===== src/rtl/seg7_pkg.sv =====
// Shared constants for the seven-segment scan driver: segment patterns,
// decimal-point bit position and the blank pattern.
package seg7_pkg;

  localparam int DP_BIT = 7;

  localparam logic [6:0] BLANK_SEGS = 7'h00;

  // Index is the hex nibble; bits are g..a.
  localparam logic [6:0] SEG_LUT [16] = '{
    7'h3F, 7'h06, 7'h5B, 7'h4F, 7'h66, 7'h6D, 7'h7D, 7'h07,
    7'h7F, 7'h6F, 7'h77, 7'h7C, 7'h39, 7'h5E, 7'h79, 7'h71
  };

endpackage


===== src/rtl/seg7_nibble_decode.sv =====
// Combinational hex nibble to active-high a..g segment pattern.
module seg7_nibble_decode
  import seg7_pkg::*;
(
  input  logic [3:0] nibble,
  output logic [6:0] segs
);

  assign segs = SEG_LUT[nibble];

endmodule


===== src/rtl/seg7_scan_driver.sv =====
// Multiplexed seven-segment driver: prescaled digit scan, load-strobed shadow
// registers, optional leading-zero blanking and registered segment/digit outputs.
module seg7_scan_driver
  import seg7_pkg::*;
#(
  parameter int NUM_DIGITS    = 4,
  parameter int CLK_DIV       = 50000,
  parameter int BLANK_LEADING = 1
) (
  input  logic                    clk,
  input  logic                    reset_n,
  input  logic                    load,
  input  logic [4*NUM_DIGITS-1:0] value,
  input  logic [NUM_DIGITS-1:0]   dp_in,
  input  logic                    enable,
  output logic [7:0]              leds,
  output logic [NUM_DIGITS-1:0]   digit_sel
);

  localparam int CNT_W = (CLK_DIV > 1) ? $clog2(CLK_DIV) : 1;
  localparam int IDX_W = (NUM_DIGITS > 1) ? $clog2(NUM_DIGITS) : 1;

  generate
    if (NUM_DIGITS < 1 || NUM_DIGITS > 8 || CLK_DIV < 1) begin : g_bad_params
      $error("seg7_scan_driver: NUM_DIGITS must be 1..8 and CLK_DIV >= 1");
    end
  endgenerate

  logic [CNT_W-1:0]        cnt;
  logic [IDX_W-1:0]        idx;
  logic [4*NUM_DIGITS-1:0] shadow_val;
  logic [NUM_DIGITS-1:0]   shadow_dp;
  logic                    tick;

  assign tick = enable && (cnt == CNT_W'(CLK_DIV - 1));

  // Stage p0: prescaler, digit index and shadow capture
  always_ff @(posedge clk or negedge reset_n) begin
    if (!reset_n) begin
      cnt <= '0;
      idx <= '0;
    end else if (enable) begin
      if (tick) begin
        cnt <= '0;
        idx <= (idx == IDX_W'(NUM_DIGITS - 1)) ? '0 : idx + 1'b1;
      end else begin
        cnt <= cnt + 1'b1;
      end
    end
  end

  always_ff @(posedge clk or negedge reset_n) begin
    if (!reset_n) begin
      shadow_val <= '0;
      shadow_dp  <= '0;
    end else if (load) begin
      shadow_val <= value;
      shadow_dp  <= dp_in;
    end
  end

  logic [3:0]            nib_p0;
  logic                  dp_p0;
  logic                  blank_p0;
  logic [6:0]            segs_p0;
  logic [7:0]            leds_p0;
  logic [NUM_DIGITS-1:0] sel_p0;

  // A digit above 0 is blank when it and every more-significant nibble are zero.
  always_comb begin
    nib_p0   = '0;
    dp_p0    = 1'b0;
    blank_p0 = 1'b0;
    for (int i = 0; i < NUM_DIGITS; i++) begin
      if (idx == IDX_W'(i)) begin
        nib_p0   = shadow_val[4*i +: 4];
        dp_p0    = shadow_dp[i];
        blank_p0 = (BLANK_LEADING != 0) && (i != 0) && ((shadow_val >> (4*i)) == '0);
      end
    end
  end

  seg7_nibble_decode u_decode (
    .nibble (nib_p0),
    .segs   (segs_p0)
  );

  always_comb begin
    leds_p0 = 8'h00;
    sel_p0  = '1;
    if (enable) begin
      leds_p0[6:0]   = blank_p0 ? BLANK_SEGS : segs_p0;
      leds_p0[DP_BIT] = dp_p0;
      sel_p0         = ~(NUM_DIGITS'(1) << idx);
    end
  end

  // Stage p1: registered display outputs
  always_ff @(posedge clk or negedge reset_n) begin
    if (!reset_n) begin
      leds      <= 8'h00;
      digit_sel <= '1;
    end else begin
      leds      <= leds_p0;
      digit_sel <= sel_p0;
    end
  end

endmodule


===== config.mk =====
export PLATFORM = sky130hd
export DESIGN_NAME = seg7_scan_driver
export DESIGN_NICKNAME = d
export VERILOG_FILES = /design/src/rtl/seg7_pkg.sv /design/src/rtl/seg7_nibble_decode.sv /design/src/rtl/seg7_scan_driver.sv
export SDC_FILE = /design/constraint.sdc
export NUM_CORES = 1
export LEC_CHECK = 0
export ABC_AREA = 0
export ABC_CLOCK_PERIOD_IN_PS = 5830
export BUFFER_PORTS_ARGS = -buffer_cell sky130_fd_sc_hd__buf_2
export CAP_MARGIN = 0
export CORE_UTILIZATION = 61
export DETAILED_ROUTE_END_ITERATION = 12
export GPL_ROUTABILITY_DRIVEN = 0
export PLACE_DENSITY = 0.9
export SLEW_MARGIN = 20
export SYNTH_ARGS = -nofsm -noshare
export SYNTH_HDL_FRONTEND = slang
export SYNTH_SLANG_ARGS = --single-unit

===== constraint.sdc =====
create_clock -name clk -period 5.83 [get_ports clk]
set_input_delay 0.8745 -clock clk [delete_from_list [all_inputs] [get_ports clk]]
set_output_delay 0.8745 -clock clk [all_outputs]
set_load 0.03 [all_outputs]

# After elaboration in Yosys (flattened, before gate mapping)
# Memories as Yosys holds them, arrays and structs flattened.
# Cells that the tools add are included.
# totals
reg_bits	50
mem_bits_ro	112
out_inout_bits	12
word_cells	41
mem_count	1
# mem_list
name	words	word_bits	read_ports	rd_ports_with_merged_regs	write_ports	line	text
(name not given)	16	7	1	0	0	seg7_nibble_decode.sv:9	assign segs = SEG_LUT[nibble];
# op_classes
addsub	2
magnitude_cmp	1
eq_ne	4
shift	1
n_mux	18
n_bitwise	2
reduce_logical	6
# ops
cell	n
$logic_not 16->1	3
$mux 7	3
$mux 4	5
$add 16x1->16 const B	1
$eq 16x16->1 const B	1
$mux 16	1
$mux 8	1
$mux 1	7
$ge 5x5->1 const B	1
$not 4->5	1
$eq 2x2->1 const B	2
$not 4->4	1
$shl 1x2->4 const A	1
$add 2x1->2 const B	1
$eq 2x1->1 const B	1
$logic_not 2->1	1
$mux 2	1
$reduce_and 2->1	1
$logic_and 1x1->1	1

# Longest topological paths before layout
# logic_depth
word_depth	11
ltp_mapped	11

# By module
# A second synthesis with hierarchy kept.
# unflattened
cells_unflattened	222
area_unflattened_um2	2527.4
# modules_own_cells
module	instances	cells_each	area_each_um2	seq_area_each_um2
seg7_scan_driver	1	189	2239.6	1256.2
seg7_nibble_decode	1	33	287.8	0.0

# Worst setup path after synthesis
# OpenSTA, ideal clock, no wires.
# synth_path
path_type	register to register
from	reg idx[1]
to	reg leds[0]
t_arrival_ns	2.445
required_time_ns	5.758
path_slack_ns	3.313
path_stages_with_launch	12
path_buffers	1
period_less_slack_ns	2.517
cell_sequence	dfrtp_1 -> inv_1 -> ha_1 -> buf_6 -> and3b_2 -> a21oi_1 -> a221oi_1 -> inv_1 -> ha_1 -> or3_1 -> o221a_1 -> nor2_1
# synth_between
elab_chain_cells	11
word_cells_on_any_way	17
classes_between	eq/ne: 3; mux: 11; bitwise: 1; reduce/logical: 1; memory: 1
# synth_lines
element	line	text
start: declaration	seg7_scan_driver.sv:30	logic [IDX_W-1:0] idx;
start signal: assignment	seg7_scan_driver.sv:45	idx <= (idx == IDX_W'(NUM_DIGITS - 1)) ? '0 : idx + 1'b1;
$logic_not 2->1	seg7_scan_driver.sv:75	if (idx == IDX_W'(i)) begin
$mux 4 (4 in series)	seg7_scan_driver.sv:75	
$not 4->5 (not written as such)	seg7_nibble_decode.sv:9	
$mem_v2 16x7	n/a	
$mux 7 (not written as such) (2 in series)	seg7_nibble_decode.sv:9	
$mux 7 (*)	seg7_scan_driver.sv:92	leds_p0[6:0] = blank_p0 ? BLANK_SEGS : segs_p0;
$mux 8 (*)	seg7_scan_driver.sv:91	if (enable) begin
net leds_p0[0]	seg7_scan_driver.sv:66	logic [7:0] leds_p0;
end signal: assignment	seg7_scan_driver.sv:104	leds <= leds_p0;
end: declaration	seg7_scan_driver.sv:16	output logic [7:0] leds,
# Mark *: on every way through the listed nets, which the timed path passes. The rest lies on a longest branch. The select of a mux whose other input is x is not followed.
# A chain may end at the register's enable or synchronous reset.

# Worst setup path in the final report
# Ends and elaborated chain as after synthesis.

==> results.toml <==
[power_and_ir_drop]
peakVddDrop_v = 0.000202
powerDensity_nw_per_um2 = 290
p_leak_nw = 1.25

[logic_synthesis]
ys_ff_latch = 50
synth-simple-area-share_pct = 17.5
synthMuxAreaShare_pct = 10.2
synth_top_family_by_area = "simple AND/OR/NAND/NOR gates"
synth_area_um2 = 2490
ys.flop_type = "dfrtp_1"
synth_compound_area_share_pct = 7.94
syn_inst = 218
synth_xor_area_share_pct = 4.92
synthesis.nets = 253
synth.avg_cell_area_um2 = 11.4
seq_area_frac_synth_pct = 50.4
synth_cell_type_count = 49
synth-edff-count = 0
async_reset_ff_share_pct = 100
synth_adder_area_share_pct = 5.52
yosysWarnings = 0

[timing]
fin_tns_setup_ps = 0
worst_slack_ps = 2860
maxSlewHeadroom_pct = 49.7
fin_crit_sh_pct = 50.9
skew_ps = 6.61
final-setup-viol-count = 0
grt_setup_unrepaired = "false"
fin_crit_ps = 2970
clock.fmax_mhz = 337
slew_viol_final = 0
worstMarginPinSlew_ps = 755
hold_violations = 0

[critical_path]
critPathCaptureType = "register"
critical_path_arrival_ps = 3190
crit_path_start_kind = "register"
cp_max_fo = 12
cp-startpoint = "idx[1]"
critPathKind = "reg2reg"
critPathRequiredTime_ps = 6050
reg2reg_slack_ps = 2860
r2r_start = "idx[1]"

[placement]
port_buffers = 35
place_ws_ps = 2970
dp_hpwl_um = 3140

[drt]
avgRoutedWirePerCell_um = 15.0
totalWireLength_um = 4520
vias = 1733
antenna_left = 0
viasPerCell = 5.76
drt_iter0_drc = 109
dr.pass1.iters = 4
route.detailed.drc = 0

[run_status]
status = "finished clean"

[worst_hold_path]
hold_class = "reg2reg"
hold_start = "cnt[13]"

[clock_tree]
postCtsSetupBuffers = 0
htreeDepth = 2
cts_buffers = 5
clkSinkCount = 50
clockBufferDepth = 2
clock_latency_ps = 300
clkSlewWorstSetupHoldPaths_ps = 80
tritoncts = "yes"
ctsResizeCount = 0
cts_root_buffer = "clkbuf_8"
ctsHoldBuffers = 0

[job]
timing.max_cap.violations = 0

[global_routing]
grt_max_degree = 51
grt_pass1_wl_um = 7780
grt_util_all_layers_pct = 24.1
antenna_found_initial = 0
gr-total-overflow = 0
grt_pass1_vias = 1736

[finish]
fillers = 266
nets = 287
drive_gt1_share_pct = 29.6
final_common_cell = "dfrtp_1"
mostFrequentLayoutCells = "dfrtp_1 (46), buf_2 (34), mux2_2 (20)"
diodes = 0
synthToLayoutAreaGrowth_pct = 11.6

[floorplanning]
rows = 22
die_h_um = 65.9
dieArea_um2 = 4340
die_x_um = 65.9
core_area_um2 = 3800
start_util_pct = 65.6
pin_count = 36
## routing by layer
layer  up-vias  GRT usage, %  share of wire (%)
li1        826             -                  -
met1       854          29.0                 43
met2        45          41.6                 52
met3         8          5.17                3.9
met4         0          9.51                1.7
met5         -             0                  0
## cell families after synthesis
kind of cell    Yosys count
buf+inv                  16
xor+xnor                 14
compound gates           26
mux                      23
flops                    50
fa+ha+maj                11
simple gates             78
## layout make-up
| class | instances | area, µm² | share of cell area (%) |
|---|---|---|---|
| repair buffers | 35 | 178 | 6.39 |
| inverters | 8 | 30.0 | 1.08 |
| multi-input cells | 152 | 1150 | 41.3 |
| well taps | 48 | 60.1 | 2.16 |
| flip-flops and latches | 50 | 1260 | 45.2 |
| clock inverters | 1 | 30.0 | 1.08 |
| clock buffers | 7 | 76.3 | 2.75 |
## critical path: stages, from the launching register on
cell and delay [ps]:
dfrtp_1 380, inv_1 90, ha_1 320, and3b_2 280
a21oi_1 40, a221oi_1 680, inv_1 210, ha_1 280
or3_1 400, o221a_1 140, nor2_1 100
## where the power goes
part	internal (W)	switching [W]	leakage (nW)
Combinational	0.0000644	0.0000795	0.587
Sequential	0.000390	0.0000404	0.608
Clock	0.000128	0.000104	0.0524
Total	0.000583	0.000224	1.25
## sequential cells by signal, indices dropped and copies added (netlist names)
name / count
cnt: 16
shadow_val: 16
leds: 8
digit_sel: 4
shadow_dp: 4
idx: 2
## worst paths after layout
| check | endpoint | cells past startpoint |
|---|---|---|
| worst max-delay path | leds[0] | 10 |
| worst min-delay path | cnt[13] | 1 |
| worst max register to register | leds[0] | 10 |
| worst min register to register | cnt[13] | 1 |
| max in group asynchronous | shadow_dp[1] | 1 |
| min in group asynchronous | cnt[11] | 1 |
## cells in the mapped netlist (4+ instances only)
master / n / area share [%]
a21oi_1: 4 / 0.80
dfrtp_1: 46 / 46
dfstp_2: 4 / 4.2
ha_1: 11 / 5.5
inv_1: 8 / 1.2
mux2_2: 20 / 9.0
nand2_1: 18 / 2.7
nand3_1: 5 / 1.0
nand3b_1: 6 / 1.8
nand4_1: 5 / 1.3
nor2_1: 18 / 2.7
o21ai_0: 6 / 1.2
xnor2_1: 8 / 2.8
xor2_1: 6 / 2.1
## stage by stage
| step | utilization, % | cells | instance area, µm² | hold slack [ps] | total power (W) |
|---|---|---|---|---|---|
| 2_1_floorplan | - | 218 | 2490 | 459 | 0.000533 |
| 3_3_place_gp | 70.3 | 293 | 2670 | 478 | 0.000569 |
| 3_5_place_dp | 70.3 | 293 | 2670 | 492 | 0.000579 |
| 4_1_cts | 73.1 | 301 | 2780 | 504 | 0.000812 |
| 5_1_grt | 73.2 | 301 | 2780 | 534 | 0.000853 |
| 6_report | 73.2 | 301 | 2780 | 501 | 0.000806 |
No activity file was read; power rests on OpenSTA's default activity.
